**src/rtl/uart_tx_if.sv**
```systemverilog
// Byte handshake between a producer and the UART transmitter.
// A byte moves on a rising edge where tx_valid and tx_ready are both high and the
// transmitter's clock enable is high; tx_ready never depends on tx_valid.
interface uart_tx_if;
  logic [7:0] tx_data;
  logic       tx_valid;
  logic       tx_ready;

  modport master (output tx_data, output tx_valid, input tx_ready);
  modport slave  (input tx_data, input tx_valid, output tx_ready);
endinterface

```
**src/rtl/uart_tx.sv**
```systemverilog
// 8N1/8N2 UART transmitter: start bit, eight data bits LSB first, then STOP_BITS stop bits.
// All state advances only on enabled cycles; the serial line is registered.
module uart_tx #(
  parameter int CLKS_PER_BIT = 10416,
  parameter int STOP_BITS    = 1
) (
  input  logic       clk,
  input  logic       rst,
  input  logic       ena,
  uart_tx_if.slave   tx,
  output logic       serial_out,
  output logic       busy,
  output logic [1:0] dbg_state
);

  typedef enum logic [1:0] {
    IDLE  = 2'd0,
    START = 2'd1,
    DATA  = 2'd2,
    STOP  = 2'd3
  } state_e;

  localparam int STOP_CLKS = CLKS_PER_BIT * STOP_BITS;
  localparam int CW        = (STOP_CLKS > 1) ? $clog2(STOP_CLKS) : 1;
  localparam logic [CW-1:0] BIT_LAST  = CW'(CLKS_PER_BIT - 1);
  localparam logic [CW-1:0] STOP_LAST = CW'(STOP_CLKS - 1);

  state_e        state_q, state_d;
  logic [CW-1:0] cnt_q, cnt_d;
  logic [2:0]    idx_q, idx_d;
  logic [7:0]    shreg_q, shreg_d;
  logic          serial_q, serial_d;
  logic          accept;

  assign tx.tx_ready = (state_q == IDLE) && !rst;
  assign accept      = ena && tx.tx_ready && tx.tx_valid;
  assign serial_out  = serial_q;
  assign busy        = (state_q != IDLE);
  assign dbg_state   = state_q;

  always_ff @(posedge clk) begin
    if (rst) begin
      state_q  <= IDLE;
      cnt_q    <= '0;
      idx_q    <= '0;
      shreg_q  <= '0;
      serial_q <= 1'b1;
    end else if (ena) begin
      state_q  <= state_d;
      cnt_q    <= cnt_d;
      idx_q    <= idx_d;
      shreg_q  <= shreg_d;
      serial_q <= serial_d;
    end
  end

  // serial_d always carries the level of the bit that the next cycle will show,
  // so each bit boundary loads the following bit one edge early.
  always_comb begin
    state_d  = state_q;
    cnt_d    = cnt_q;
    idx_d    = idx_q;
    shreg_d  = shreg_q;
    serial_d = serial_q;
    case (state_q)
      IDLE: begin
        serial_d = 1'b1;
        if (accept) begin
          state_d  = START;
          shreg_d  = tx.tx_data;
          cnt_d    = '0;
          serial_d = 1'b0;
        end
      end
      START: begin
        if (cnt_q == BIT_LAST) begin
          state_d  = DATA;
          cnt_d    = '0;
          idx_d    = 3'd0;
          serial_d = shreg_q[0];
        end else begin
          cnt_d = cnt_q + CW'(1);
        end
      end
      DATA: begin
        if (cnt_q == BIT_LAST) begin
          cnt_d = '0;
          if (idx_q == 3'd7) begin
            state_d  = STOP;
            serial_d = 1'b1;
          end else begin
            idx_d    = idx_q + 3'd1;
            shreg_d  = {1'b0, shreg_q[7:1]};
            serial_d = shreg_q[1];
          end
        end else begin
          cnt_d = cnt_q + CW'(1);
        end
      end
      STOP: begin
        serial_d = 1'b1;
        if (cnt_q == STOP_LAST) begin
          state_d = IDLE;
          cnt_d   = '0;
        end else begin
          cnt_d = cnt_q + CW'(1);
        end
      end
      default: begin
        state_d  = IDLE;
        serial_d = 1'b1;
      end
    endcase
  end

endmodule

```
**src/flat_wrapper.sv**
```systemverilog
// flat-port wrapper written by rule: the top's interface ports become plain ports
module uart_tx_flat 
#(
  parameter int CLKS_PER_BIT = 10416,
  parameter int STOP_BITS    = 1
)
  (clk, rst, ena, serial_out, busy, dbg_state, tx_tx_data, tx_tx_valid, tx_tx_ready);
  uart_tx_if tx_i ();
  input  logic clk;
  input  logic rst;
  input  logic ena;
  output logic serial_out;
  output logic busy;
  output logic [1:0] dbg_state;
  input wire logic [$bits(tx_i.tx_data)-1:0] tx_tx_data;
  input wire logic [$bits(tx_i.tx_valid)-1:0] tx_tx_valid;
  output wire logic [$bits(tx_i.tx_ready)-1:0] tx_tx_ready;
  assign tx_i.tx_data = tx_tx_data;
  assign tx_i.tx_valid = tx_tx_valid;
  assign tx_tx_ready = tx_i.tx_ready;
  uart_tx #(.CLKS_PER_BIT(CLKS_PER_BIT), .STOP_BITS(STOP_BITS)) u_core (.clk(clk), .rst(rst), .ena(ena), .tx(tx_i), .serial_out(serial_out), .busy(busy), .dbg_state(dbg_state));
endmodule
```
**config.mk**
```make
export PLATFORM = sky130hd
export DESIGN_NAME = uart_tx_flat
export DESIGN_NICKNAME = d
export VERILOG_FILES = /design/src/rtl/uart_tx_if.sv /design/src/rtl/uart_tx.sv /design/src/flat_wrapper.sv
export SDC_FILE = /design/constraint.sdc
export NUM_CORES = 1
export LEC_CHECK = 0
export CAP_MARGIN = 20
export CORE_UTILIZATION = 55
export CTS_BUF_LIST = sky130_fd_sc_hd__clkbuf_4
export CTS_CLUSTER_DIAMETER = 80
export DETAILED_ROUTE_END_ITERATION = 12
export PLACE_DENSITY = 0.78
export SLEW_MARGIN = 20
export SYNTH_ARGS = -nofsm -noshare
export SYNTH_HDL_FRONTEND = slang
export SYNTH_SLANG_ARGS = --single-unit
```
**constraint.sdc**
```tcl
create_clock -name clk -period 3 [get_ports clk]
set_input_delay 0.3 -clock clk [delete_from_list [all_inputs] [get_ports clk]]
set_output_delay 0.3 -clock clk [all_outputs]
set_load 0.01 [all_outputs]
```
---- After elaboration in Yosys (flattened, before gate mapping) ----
Cells that the tools add are included.
storage, ports and cells
  logic and storage cells ................. 54
  latch bits .............................. 0
  output and inout bits ................... 5
  memories kept ........................... 0
  memory bits (read-only) ................. 0
  bits of input ports ..................... 12
  bits in registers ....................... 28
  bits in writable memories ............... 0
operators by class
  reductions and logical operators ........ 14
  equal/unequal tests ..................... 11
  $add $sub $neg .......................... 2
  shifts and indexed selects .............. 0
  magnitude comparators ................... 0
  multipliers ............................. 0
  multiplexer cells ....................... 22
  bitwise gates (word level) .............. 0
  div/mod/pow operators ................... 0
operators with widths
  operator                                                                  count
  14-bit two-way mux                                                        2
  14-bit one-hot mux with 2 select lines                                    1
  8-bit two-way mux                                                         3
  8-bit one-hot mux with 2 select lines                                     1
  14-bit by 1-bit adder with 14-bit output (second input constant)          1
  14-bit == test (second input constant)                                    1
  2-bit two-way mux                                                         5
  2-bit by 1-bit inequality test with 1-bit output (second input constant)  5
  5-bit AND reduction                                                       2
  3-bit two-way mux                                                         3
  2-bit one-hot mux with 4 select lines                                     1
  3-bit one-hot mux with 2 select lines                                     1
  6-bit AND reduction                                                       1
  2-bit nonzero test                                                        3
  2-bit == test (second input constant)                                     2
  1-bit two-way mux                                                         4
  1-bit one-hot mux with 4 select lines                                     1
  3-bit by 1-bit adder with 3-bit output (second input constant)            1
  3-bit == test (second input constant)                                     1
  1-bit logical AND                                                         3
  3-bit AND reduction                                                       1
  3-bit OR reduction                                                        1
  2-bit by 1-bit == test with 1-bit output (second input constant)          1
  2-bit logical NOT                                                         1
  other kinds (3)                                                           3

---- Depth between registers and ports, before layout ----
Gate-level depths: netlist (run 1).
  word-level depth ........................ 6
  gate-level depth with buffers ........... 8
  mapped depth without buffers ............ 6

---- Worst setup path before layout (run 1) ----
Ideal clock, no wire load.
  kind .................................... register to register
  start ................................... register u_core.state_q[0] (netlist: u_core.dbg_state[0])
  end ..................................... register u_core.shreg_q[5]
  clock period less this slack ............ 1.862 ns
  arrival time ............................ 1.791 ns
  setup time .............................. 0.070 ns
  path slack .............................. 1.138 ns
  path buffers ............................ 1
  stages on the path, launching flop included .. 8
  required time ........................... 2.930 ns
  path through ............................ dfxtp_1 -> inv_1 -> ha_1 -> clkinv_1 -> o2111ai_2 -> buf_2 -> or3_1 -> a21oi_1
on the way
  cells in the longest elaborated chain, start to end .. 6
  elaborated cells on any way between the ends .. 11
  classes of those cells .................. 4 x eq/ne; 1 x mux; 6 x reduce/logical
RTL lines
  item                                                        RTL line                      RTL
  start: declaration                                          uart_tx.sv:28                 state_e state_q, state_d;
  start signal: assignment                                    uart_tx.sv:49                 state_q <= state_d;
  2-bit logical NOT                                           uart_tx.sv:35, uart_tx.sv:65
  1-bit logical AND                                           uart_tx.sv:35                 assign tx.tx_ready = (state_q == IDLE) && !rst;
  1-bit logical AND (2 in a row)                              uart_tx.sv:36                 assign accept = ena && tx.tx_ready && tx.tx_valid;
  2-bit by 1-bit inequality test with 1-bit output (no line)  -
  5-bit AND reduction (no line)                               -
  end signal: assignment                                      uart_tx.sv:52                 shreg_q <= shreg_d;
  end: declaration                                            uart_tx.sv:31                 logic [7:0] shreg_q, shreg_d;
Several ways; a longest one is shown, not always the timed one.
A chain may end at the register's enable or synchronous reset.

---- Worst setup path after layout (run 1) ----
  start ................................... register u_core.state_q[0] (netlist: u_core.dbg_state[0])
  end ..................................... output port tx_tx_ready
on the way
  cells in the longest elaborated chain, start to end .. 2
RTL lines
  item               RTL line            RTL
  2-bit logical NOT  uart_tx.sv:35
  1-bit logical AND  uart_tx.sv:35
  end: declaration   flat_wrapper.sv:17  output wire logic [$bits(tx_i.tx_ready)-1:0] tx_tx_ready;
No other way between the ends.

==> results of run 1 <==
## power groups by stage
stage | Sequential, mW | Clock (mW) | Combinational [mW]
floorplan | 0.401 | 0 | 0.0826
global placement | 0.401 | 0 | 0.124
detailed placement | 0.401 | 0 | 0.127
CTS | 0.393 | 0.162 | 0.127
global route | 0.395 | 0.177 | 0.141
finish | 0.393 | 0.157 | 0.128
## area by class of cell
cell class | count | area [um2]
flip-flops and latches | 28 | 561
clock buffers | 3 | 22.5
clock inverters | 1 | 3.75
inverters | 6 | 22.5
fillers | 235 | 957
repair buffers | 17 | 168
multi-input cells | 136 | 985
well taps | 31 | 38.8
## worst min-delay path by stage
stage	start	to
2_1_floorplan	tx_tx_data[7]	u_core.shreg_q[7]$_SDFFE_PP0P_
3_3_place_gp	u_core.shreg_q[5]$_SDFFE_PP0P_	u_core.shreg_q[5]$_SDFFE_PP0P_
3_5_place_dp	u_core.shreg_q[4]$_SDFFE_PP0P_	u_core.shreg_q[4]$_SDFFE_PP0P_
4_1_cts	u_core.shreg_q[4]$_SDFFE_PP0P_	u_core.shreg_q[4]$_SDFFE_PP0P_
5_1_grt	u_core.idx_q[2]$_SDFFE_PP0P_	u_core.idx_q[2]$_SDFFE_PP0P_
6_report	u_core.shreg_q[5]$_SDFFE_PP0P_	u_core.shreg_q[5]$_SDFFE_PP0P_
## layout by cell type, fill, tap and decap left out, types with 2 or more instances in the layout
| master | count |
|---|---|
| dfxtp_1 | 28 |
| o21ai_0 | 18 |
| a21oi_1 | 16 |
| clkdlybuf4s50_1 | 16 |
| nor2_1 | 14 |
| mux2i_1 | 11 |
| or3_1 | 11 |
| ha_1 | 8 |
| nand4_1 | 6 |
| inv_1 | 5 |
| a211oi_1 | 5 |
| xor2_1 | 4 |
| nand2_1 | 3 |
| nand3_1 | 3 |
| xnor2_1 | 3 |
| clkbuf_4 | 3 |
| clkinv_1 | 2 |
| o2111ai_2 | 2 |
| nand3b_1 | 2 |
| or4_1 | 2 |
| o31ai_1 | 2 |
| nand2b_1 | 2 |
## logic make-up after synthesis
group / after synthesis / synth area share (%)
AOI/OAI and AO/OA: 53 / 22.2
buffers and inverters: 14 / 4.19
xor gates and xnor gates: 7 / 3.80
muxes: 11 / 6.83
adders and majority gates: 8 / 6.21
and+or+nand+nor: 57 / 22.0
DFF: 28 / 34.8
## sequential cells by signal (all words and copies together) (netlist names)
name               flops
u_core.idx_q           3
u_core.shreg_q         8
u_core.cnt_q          14
u_core.dbg_state       2
u_core.serial_out      1
## routing by layer
metal	wire length (um)	track usage (%)	part of all wire [%]	up-vias
li1	-	-	-	689
met1	1520	28.5	47	658
met2	1520	36.2	47	31
met3	132	3.02	4.1	4
met4	28	7.32	0.87	0
met5	0	0	0	-
## stage by stage
stage                     instances  total power, mW
final                           222            0.678
after global placement          218            0.524
after global routing            222            0.713
after detailed placement        218            0.528
after floorplan                 178            0.483
after CTS                       222            0.683
## critical path: stages (launching register included)
cell and delay [ns]:
dfxtp_1 0.37, inv_1 0.12, ha_1 0.33, clkinv_1 0.32, nor2_1 0.19, clkdlybuf4s50_1 0.55
==> results by group, run 1 <==
Pwr
  – Leakage power: 0.595 nW
  – Combinational power share: 18.8%
  – Clock power frac: 23.1%
  – Pint: 0.493 mW
  – Sw frac: 27.2%
  – Sequential power share: 58.0%
  – Pwr per Cell Area: 376 nW/um2
  – Peak supply drop: 0.242 mV
  – NetSw: 0.184 mW

Hold path
  – Hold Path Stages: 2
  – HP Class: reg -> reg

Timing
  – Total Neg Setup Slack: 0 ns
  – RSZ-0062 raised after global routing: no
  – Clock period minus final worst setup slack: 2.51 ns
  – Hold slack: 0.488 ns
  – Fin. max-slew vios: 0
  – Slew headroom: 33.8%
  – Fin Clk Skew: 0.00407 ns
  – Max frequency: 399 MHz
  – Setup ws final: 0.495 ns
  – Slew of the pin with the lowest slew margin: 0.991 ns
  – Final Hold Viols: 0
  – Final setup vio count: 0
  – Fin crit share: 83.5%

CTS
  – H-tree Lvls: 1
  – CTS tree: built
  – CTS root buf: clkbuf_4
  – Sink Count: 28
  – CTS clk-pin slew, worst paths: 0.15 ns
  – Inserted Clock Buffers: 3
  – # Post-CTS Setup Buffers: 0
  – Clk buf depth: 2
  – Latest clock arrival within the worst-skew pair: 0.32 ns
  – Post-cts sizing count: 0
  – Post-CTS Hold Buffers: 0

Setup path
  – Worst reg2reg startpoint: u_core.dbg_state[0]$_SDFFE_PP0P_
  – Critical Path Fanout Max: 8
  – Critical path origin: u_core.dbg_state[0]$_SDFFE_PP0P_
  – Worst Setup End Kind: output pin
  – WS Path Type: reg -> out
  – Worst EP arrival: 2.21 ns
  – Reg-to-reg endpoint: u_core.shreg_q[3]$_SDFFE_PP0P_
  – Critical Path Start Type: flop
  – Worst reg2reg setup slack: 0.65 ns
  – Cell count of the worst reg-to-reg path: 6
  – Crit path to: tx_tx_ready
  – WP data required: 2.70 ns

Final layout
  – Post-route cell area: 1800 um2
  – Antenna cells: 0
  – # nets final: 212
  – Area growth syn-to-layout: 11.6%
  – Layout cell share with drive strength beyond 1: 7.33%
  – Final Util: 65.3%

Route
  – Antenna viol nets, final: 0
  – Post-Route WL: 3.21 mm
  – DR WL/cell: 14.4 um
  – Vias per cell: 6.23
  – DR DRC count: 0
  – Via count: 1,382
  – Drt pass-1 iters: 4
  – Drt initial violations: 42

Floorplanning
  – Core Rows: 19
  – Initial core utilization: 58.5%
  – # IOs: 17
  – Die ar.: 3150 um2
  – Die H: 56.2 um
  – Die X: 56.2 um
  – Core ar.: 2760 um2

Placement
  – Half-perimeter wire length after detailed placement: 2.37 mm
  – Post-Place Setup Slack: 0.680 ns
  – Buffers added on ports: 16
  – DP Area: 1770 um2
  – Final GP Congestion: 0.795

Yosys
  – Post-synth top cells: dfxtp_1, o21ai_0, a21oi_1, nor2_1
  – Synth Cell Area: 1610 um2
  – Sequential share of the synthesized area: 34.8%
  – Synth unique cells: 49
  – Synth area leaders: dfxtp_1, mux2i_1, ha_1, o21ai_0, a21oi_1
  – Seq cells post-synth: 28
  – Synth top area share: 34.8%
  – Post-synth EDFFs: 0
  – Syn Area/Cell: 9.06 um2
  – Main synth FF type: dfxtp_1
  – Synth async-reset ratio: 0%
  – Cells after Synth: 178
  – Most common cell in the netlist: dfxtp_1
  – YS warnings: 0
  – Syn Nets: 198
  – Post-synth top area cell: dfxtp_1

Global routing
  – Grt total ovfl: 0
  – Vias in the first global route: 1,318
  – GRT Total Usage: 21.6%
  – Largest net degree at the start of global routing: 21
  – Initial antenna violation count: 0
  – First-pass GRT wire length: 5.56 mm

Run status
  – Outcome: finished, final reports clean

Flow run
  – MaxCap Viol Count: 0
No activity file was read; power rests on OpenSTA's default activity.
==> run 2: changes to the inputs <==
--- a/config.mk
+++ b/config.mk
@@ -6,11 +6,11 @@
 export NUM_CORES = 1
 export LEC_CHECK = 0
 export CAP_MARGIN = 20
-export CORE_UTILIZATION = 55
+export CORE_UTILIZATION = 52
 export CTS_BUF_LIST = sky130_fd_sc_hd__clkbuf_4
 export CTS_CLUSTER_DIAMETER = 80
 export DETAILED_ROUTE_END_ITERATION = 12
-export PLACE_DENSITY = 0.78
+export PLACE_DENSITY = 0.77
 export SLEW_MARGIN = 20
 export SYNTH_ARGS = -nofsm -noshare
 export SYNTH_HDL_FRONTEND = slang
==> constraint.sdc (replaced) <==
create_clock -name clk -period 2.3 [get_ports clk]
set_input_delay 0.23 -clock clk [delete_from_list [all_inputs] [get_ports clk]]
set_output_delay 0.23 -clock clk [all_outputs]
set_load 0.01 [all_outputs]
==> run 2 against run 1 <==
  * Core utilization is 0.90 points lower
  * Clock power is 31% higher
  * First-iteration DRC count is 110% higher
  * Critical path depth stayed put
  * Cell area is 2.0% higher
  * Critical path type unchanged
  * Die area is 5.6% higher
  * Largest cell class unchanged
  * Clock-buffer cell count stayed put
  * Clock skew is 0.011 ns higher
  * Global-route usage is 0.47 points lower
==> results by group, run 2 (synthesis gave the netlist of run 1 again) <==
Setup path
  – Critical Path Fanout Max: 8
  – Critical Path Start Type: flop
  – WS Path Type: reg -> out
  – Worst Setup End Kind: output pin
  – WP data required: 2.07 ns
  – Worst EP arrival: 1.87 ns

Final layout
  – Final Util: 64.4%
  – Most frequent cells in the layout: dfxtp_1, o21ai_0, a21oi_1, clkdlybuf4s50_1, nor2_1
  – Commonest non-fill, non-tap cell in the layout: dfxtp_1
  – Top flop regs: u_core.cnt_q x14, u_core.shreg_q x8, u_core.idx_q x3
  – Post-route cell area: 1840 um2
  – Largest register FFs: 14
  – Layout cell share with drive strength beyond 1: 9.79%
  – Biggest register: u_core.cnt_q
  – # nets final: 215
  – Area growth syn-to-layout: 13.9%
  – Antenna cells: 0

Global routing
  – Grt total ovfl: 0
  – Initial antenna violation count: 0
  – First-pass GRT wire length: 5.62 mm
  – Vias in the first global route: 1,309
  – Largest net degree at the start of global routing: 20
  – GRT Total Usage: 21.2%

CTS
  – CTS tree: built
  – Latest clock arrival within the worst-skew pair: 0.33 ns
  – H-tree Lvls: 1
  – Clk buf depth: 2
  – Sink Count: 28
  – CTS clk-pin slew, worst paths: 0.15 ns
  – CTS root buf: clkbuf_4
  – Post-CTS Hold Buffers: 0
  – Inserted Clock Buffers: 3

Flow run
  – MaxCap Viol Count: 0

Run status
  – Outcome: finished, final reports clean

Placement
  – Buffers added on ports: 16
  – DP Area: 1800 um2
  – Half-perimeter wire length after detailed placement: 2.44 mm
  – Final GP Congestion: 0.760
  – Post-Place Setup Slack: 0.229 ns

Timing
  – Clock period minus final worst setup slack: 2.10 ns
  – Final setup vio count: 0
  – Final Hold Viols: 0
  – Slew headroom: 64.0%
  – Fin crit share: 91.5%
  – Setup ws final: 0.196 ns
  – Total Neg Setup Slack: 0 ns
  – Max frequency: 475 MHz
  – Fin. max-slew vios: 0
  – RSZ-0062 raised after global routing: no
  – Slew of the pin with the lowest slew margin: 0.539 ns
  – Fin Clk Skew: 0.0150 ns

Route
  – DR WL/cell: 14.7 um
  – Vias per cell: 6.22
  – Drt initial violations: 88
  – Antenna viol nets, final: 0
  – Post-Route WL: 3.31 mm
  – Drt pass-1 iters: 4
  – Via count: 1,399
  – DR DRC count: 0

Pwr
  – Leakage power: 0.615 nW
  – Combinational power share: 19.9%
  – Pwr per Cell Area: 488 nW/um2
  – NetSw: 0.244 mW
  – Clock power frac: 22.8%
  – Sequential power share: 57.3%
  – Pint: 0.652 mW
  – Peak supply drop: 0.248 mV
  – Tot Pwr: 0.896 mW
  – Sw frac: 27.2%

Floorplanning
  – # IOs: 17
  – Core ar.: 2850 um2
  – Die H: 57.7 um
  – Core Rows: 19
  – Initial core utilization: 56.5%
  – Die ar.: 3330 um2
  – Die X: 57.7 um

Hold path
  – HP Class: in -> reg
==> run 2: final cells by class <==
| type | instances | area (um2) |
|---|---|---|
| Clock buffer | 3 | 22.5 |
| Clock inverter | 1 | 3.75 |
| Fill cell | 253 | 1020 |
| Inverter | 6 | 23.8 |
| Multi-Input combinational cell | 136 | 997 |
| Sequential cell | 28 | 561 |
| Tap cell | 31 | 38.8 |
| Timing Repair Buffer | 20 | 190 |
==> run 2: path summary, 6_finish.rpt <==
check | startpoint | to | slack, ns | cells after the start
max reg2reg | u_core.dbg_state[0]$_SDFFE_PP0P_ | u_core.shreg_q[6]$_SDFFE_PP0P_ | 0.25 | 6
max | u_core.dbg_state[0]$_SDFFE_PP0P_ | tx_tx_ready | 0.20 | 5
min reg2reg | u_core.shreg_q[5]$_SDFFE_PP0P_ | u_core.shreg_q[5]$_SDFFE_PP0P_ | 0.49 | 2
min | tx_tx_data[7] | u_core.shreg_q[7]$_SDFFE_PP0P_ | 0.44 | 3
==> run 2: power groups by stage <==
| stage | clock (mW) | sequential, mW | combinational [mW] |
|---|---|---|---|
| after global placement | 0 | 0.522 | 0.164 |
| after global routing | 0.238 | 0.516 | 0.196 |
| after CTS | 0.209 | 0.513 | 0.172 |
| after detailed placement | 0 | 0.524 | 0.170 |
| final | 0.205 | 0.513 | 0.178 |
| after floorplan | 0 | 0.523 | 0.108 |
==> run 2: worst max-delay path: stages (launching register included) <==
cell and delay, ns:
dfxtp_1 0.37, inv_1 0.18, ha_4 0.22, clkinv_2 0.14, nor2_1 0.12, clkdlybuf4s50_1 0.54
==> run 2: per-stage QoR <==
stage	cells	hold WS [ns]
final	225	0.437
after global routing	225	0.456
after CTS	225	0.448
after detailed placement	221	0.469
after global placement	221	0.456
after floorplan	178	0.373
==> run 2: repair_timing <==
action / 4_1_cts / 5_1_grt
setup buffers: 0 / 0
gates cloned: 0 / 0
resized for setup: 1 / 2
endpoints found under the setup margin: 1 / 1
==> run 2: routing by layer <==
layer | routed length [um] | up-vias | GRT usage [%]
li1 | - | 697 | -
met2 | 1720 | 23 | 39.0
met5 | 0 | - | 0
met3 | 110 | 4 | 2.68
met4 | 31 | 0 | 7.14
met1 | 1440 | 675 | 25.4
==> run 3: changes to the inputs <==
--- a/config.mk
+++ b/config.mk
@@ -6,6 +6,7 @@
 export NUM_CORES = 1
 export LEC_CHECK = 0
 export CAP_MARGIN = 20
+export CORE_ASPECT_RATIO = 0.7
 export CORE_UTILIZATION = 52
 export CTS_BUF_LIST = sky130_fd_sc_hd__clkbuf_4
 export CTS_CLUSTER_DIAMETER = 80
==> run 3 against run 2 <==
  * Register-to-register slack worse by 0.04 ns
  * Combinational power hardly changed
  * Die area is 0.11% higher
==> results by group, run 3 (synthesis gave the netlist of run 1 again) <==
Setup path
  – Worst EP arrival: 1.99 ns
  – Crit path cell chain: inv_1, ha_2, clkinv_2, nor2_1, clkdlybuf4s50_1
  – Critical Path Fanout Max: 8
  – WP data required: 2.07 ns
  – Worst Setup End Kind: output pin
  – CP max stage delay: 0.55 ns
  – Critical Path Start Type: flop
  – CP max stage cell: clkdlybuf4s50_1
  – WS Path Type: reg -> out

Pwr
  – Peak supply drop: 0.368 mV
  – Pwr per Cell Area: 495 nW/um2
  – Tot Pwr: 0.907 mW
  – Leakage power: 0.613 nW

Final layout
  – Post-route cell area: 1830 um2
  – Most frequent cells in the layout: dfxtp_1, o21ai_0, a21oi_1, clkdlybuf4s50_1, nor2_1
  – Commonest non-fill, non-tap cell in the layout: dfxtp_1
  – Non-Filler Instances: 230
  – Top flop regs: u_core.cnt_q x14, u_core.shreg_q x8, u_core.idx_q x3
  – Largest register FFs: 14
  – Reg area: 561 um2
  – # nets final: 215
  – Biggest register: u_core.cnt_q
  – Fillers: 249
  – Area growth syn-to-layout: 13.7%
  – Antenna cells: 0
  – Area occupied by multi-input gates: 987 um2
  – Layout cell share with drive strength beyond 1: 9.79%

Timing
  – Final Hold Viols: 0
  – Fin Clk Skew: 0.00637 ns
  – Fin crit share: 96.4%
  – Setup ws final: 0.0839 ns
  – RSZ-0062 raised after global routing: yes
  – Slew headroom: 62.8%
  – Clock period minus final worst setup slack: 2.22 ns
  – Slew of the pin with the lowest slew margin: 0.558 ns
  – Fin. max-slew vios: 0
  – Max frequency: 451 MHz
  – Final setup vio count: 0

Floorplanning
  – Core Rows: 16
  – Core ar.: 2860 um2
  – Initial core utilization: 56.3%
  – Die H: 48.6 um
  – Die ar.: 3330 um2
  – Die X: 68.6 um
  – # IOs: 17

Flow run
  – MaxCap Viol Count: 0

Global routing
  – GRT Total Usage: 25.5%
  – Initial antenna violation count: 0
  – First-pass GRT wire length: 6.33 mm
  – M3 GR Usage: 5.90%
  – Top Usage Layer GRT: met1
  – Met1 Usage GRT: 37.8%
  – Grt total ovfl: 0
  – Vias in the first global route: 1,329
  – Global routing met2 resource utilization: 37.6%
  – Largest net degree at the start of global routing: 20

CTS
  – H-tree Lvls: 1
  – Inserted Clock Buffers: 3
  – CTS tree: built
  – Clk buf depth: 2
  – Sink Count: 28
  – CTS clk-pin slew, worst paths: 0.16 ns
  – CTS root buf: clkbuf_4
  – Latest clock arrival within the worst-skew pair: 0.34 ns

Run status
  – Outcome: finished, final reports clean

Route
  – Antenna viol nets, final: 0
  – Vias per cell: 6.14
  – Post-Route WL: 3.69 mm
  – Drt initial violations: 121
  – DR WL/cell: 16.1 um
  – Drt pass-1 iters: 4
  – DR DRC count: 0
  – Via count: 1,412

Placement
  – Half-perimeter wire length after detailed placement: 2.77 mm
  – Buffers added on ports: 16
  – DP Area: 1800 um2
  – Post-Place Setup Slack: 0.230 ns
  – Final GP Congestion: 0.780
  – Placed Cells incl. Taps: 226

Hold path
  – HP Class: in -> reg
[run 3: layout make-up]
cell class | count | share of cell area, %
Clock inverter | 1 | 0.205
Multi-Input combinational cell | 136 | 53.9
Clock buffer | 3 | 1.23
Timing Repair Buffer | 20 | 10.4
Tap cell | 36 | 2.46
Sequential cell | 28 | 30.6
Inverter | 6 | 1.30
[run 3: power breakdown]
part	leakage [nW]	switching [mW]	total, mW	internal [mW]
clock network	0.0154	0.154	0.218	0.0640
logic	0.371	0.0926	0.176	0.0830
registers	0.227	0.0109	0.513	0.502
[run 3: what timing repair did]
action | in CTS | in global routing
hold buffers | 0 | 0
setup endpoints to repair | 1 | 1
resized for setup | 2 | 0
setup buffers | 0 | 0
[run 3: per-stage QoR]
step	TNS, ns	hold WS [ns]	utilization [%]
after floorplan	0	0.373	-
after global placement	0	0.458	63.0
after detailed placement	0	0.466	63.0
after CTS	0	0.447	64.0
after global routing	-0.0129	0.464	64.0
final	0	0.437	64.0
[run 3: layer usage]
| layer | vias up | routed length [um] |
|---|---|---|
| met1 | 679 | 1750 |
| met3 | 4 | 212 |
| li1 | 695 | - |
| met4 | 0 | 37 |
| met5 | - | 0 |
| met2 | 34 | 1690 |
[run 3: path summary, 6_finish.rpt]
check	cells past startpoint	to	start	slack [ns]
worst min-delay path	3	u_core.shreg_q[7]$_SDFFE_PP0P_	tx_tx_data[7]	0.44
worst max-delay path	5	tx_tx_ready	u_core.dbg_state[0]$_SDFFE_PP0P_	0.08
worst max register to register	6	u_core.shreg_q[0]$_SDFFE_PP0P_	u_core.dbg_state[0]$_SDFFE_PP0P_	0.21
worst min register to register	2	u_core.shreg_q[3]$_SDFFE_PP0P_	u_core.shreg_q[3]$_SDFFE_PP0P_	0.48
[run 3: worst max-delay path, delay by kind of cell, from the launching register on]
kind                       cells  cell delay, ns
buffers and inverters          3            0.86
DFF                            1            0.38
adders and majority gates      1            0.28
and+or+nand+nor                1            0.14
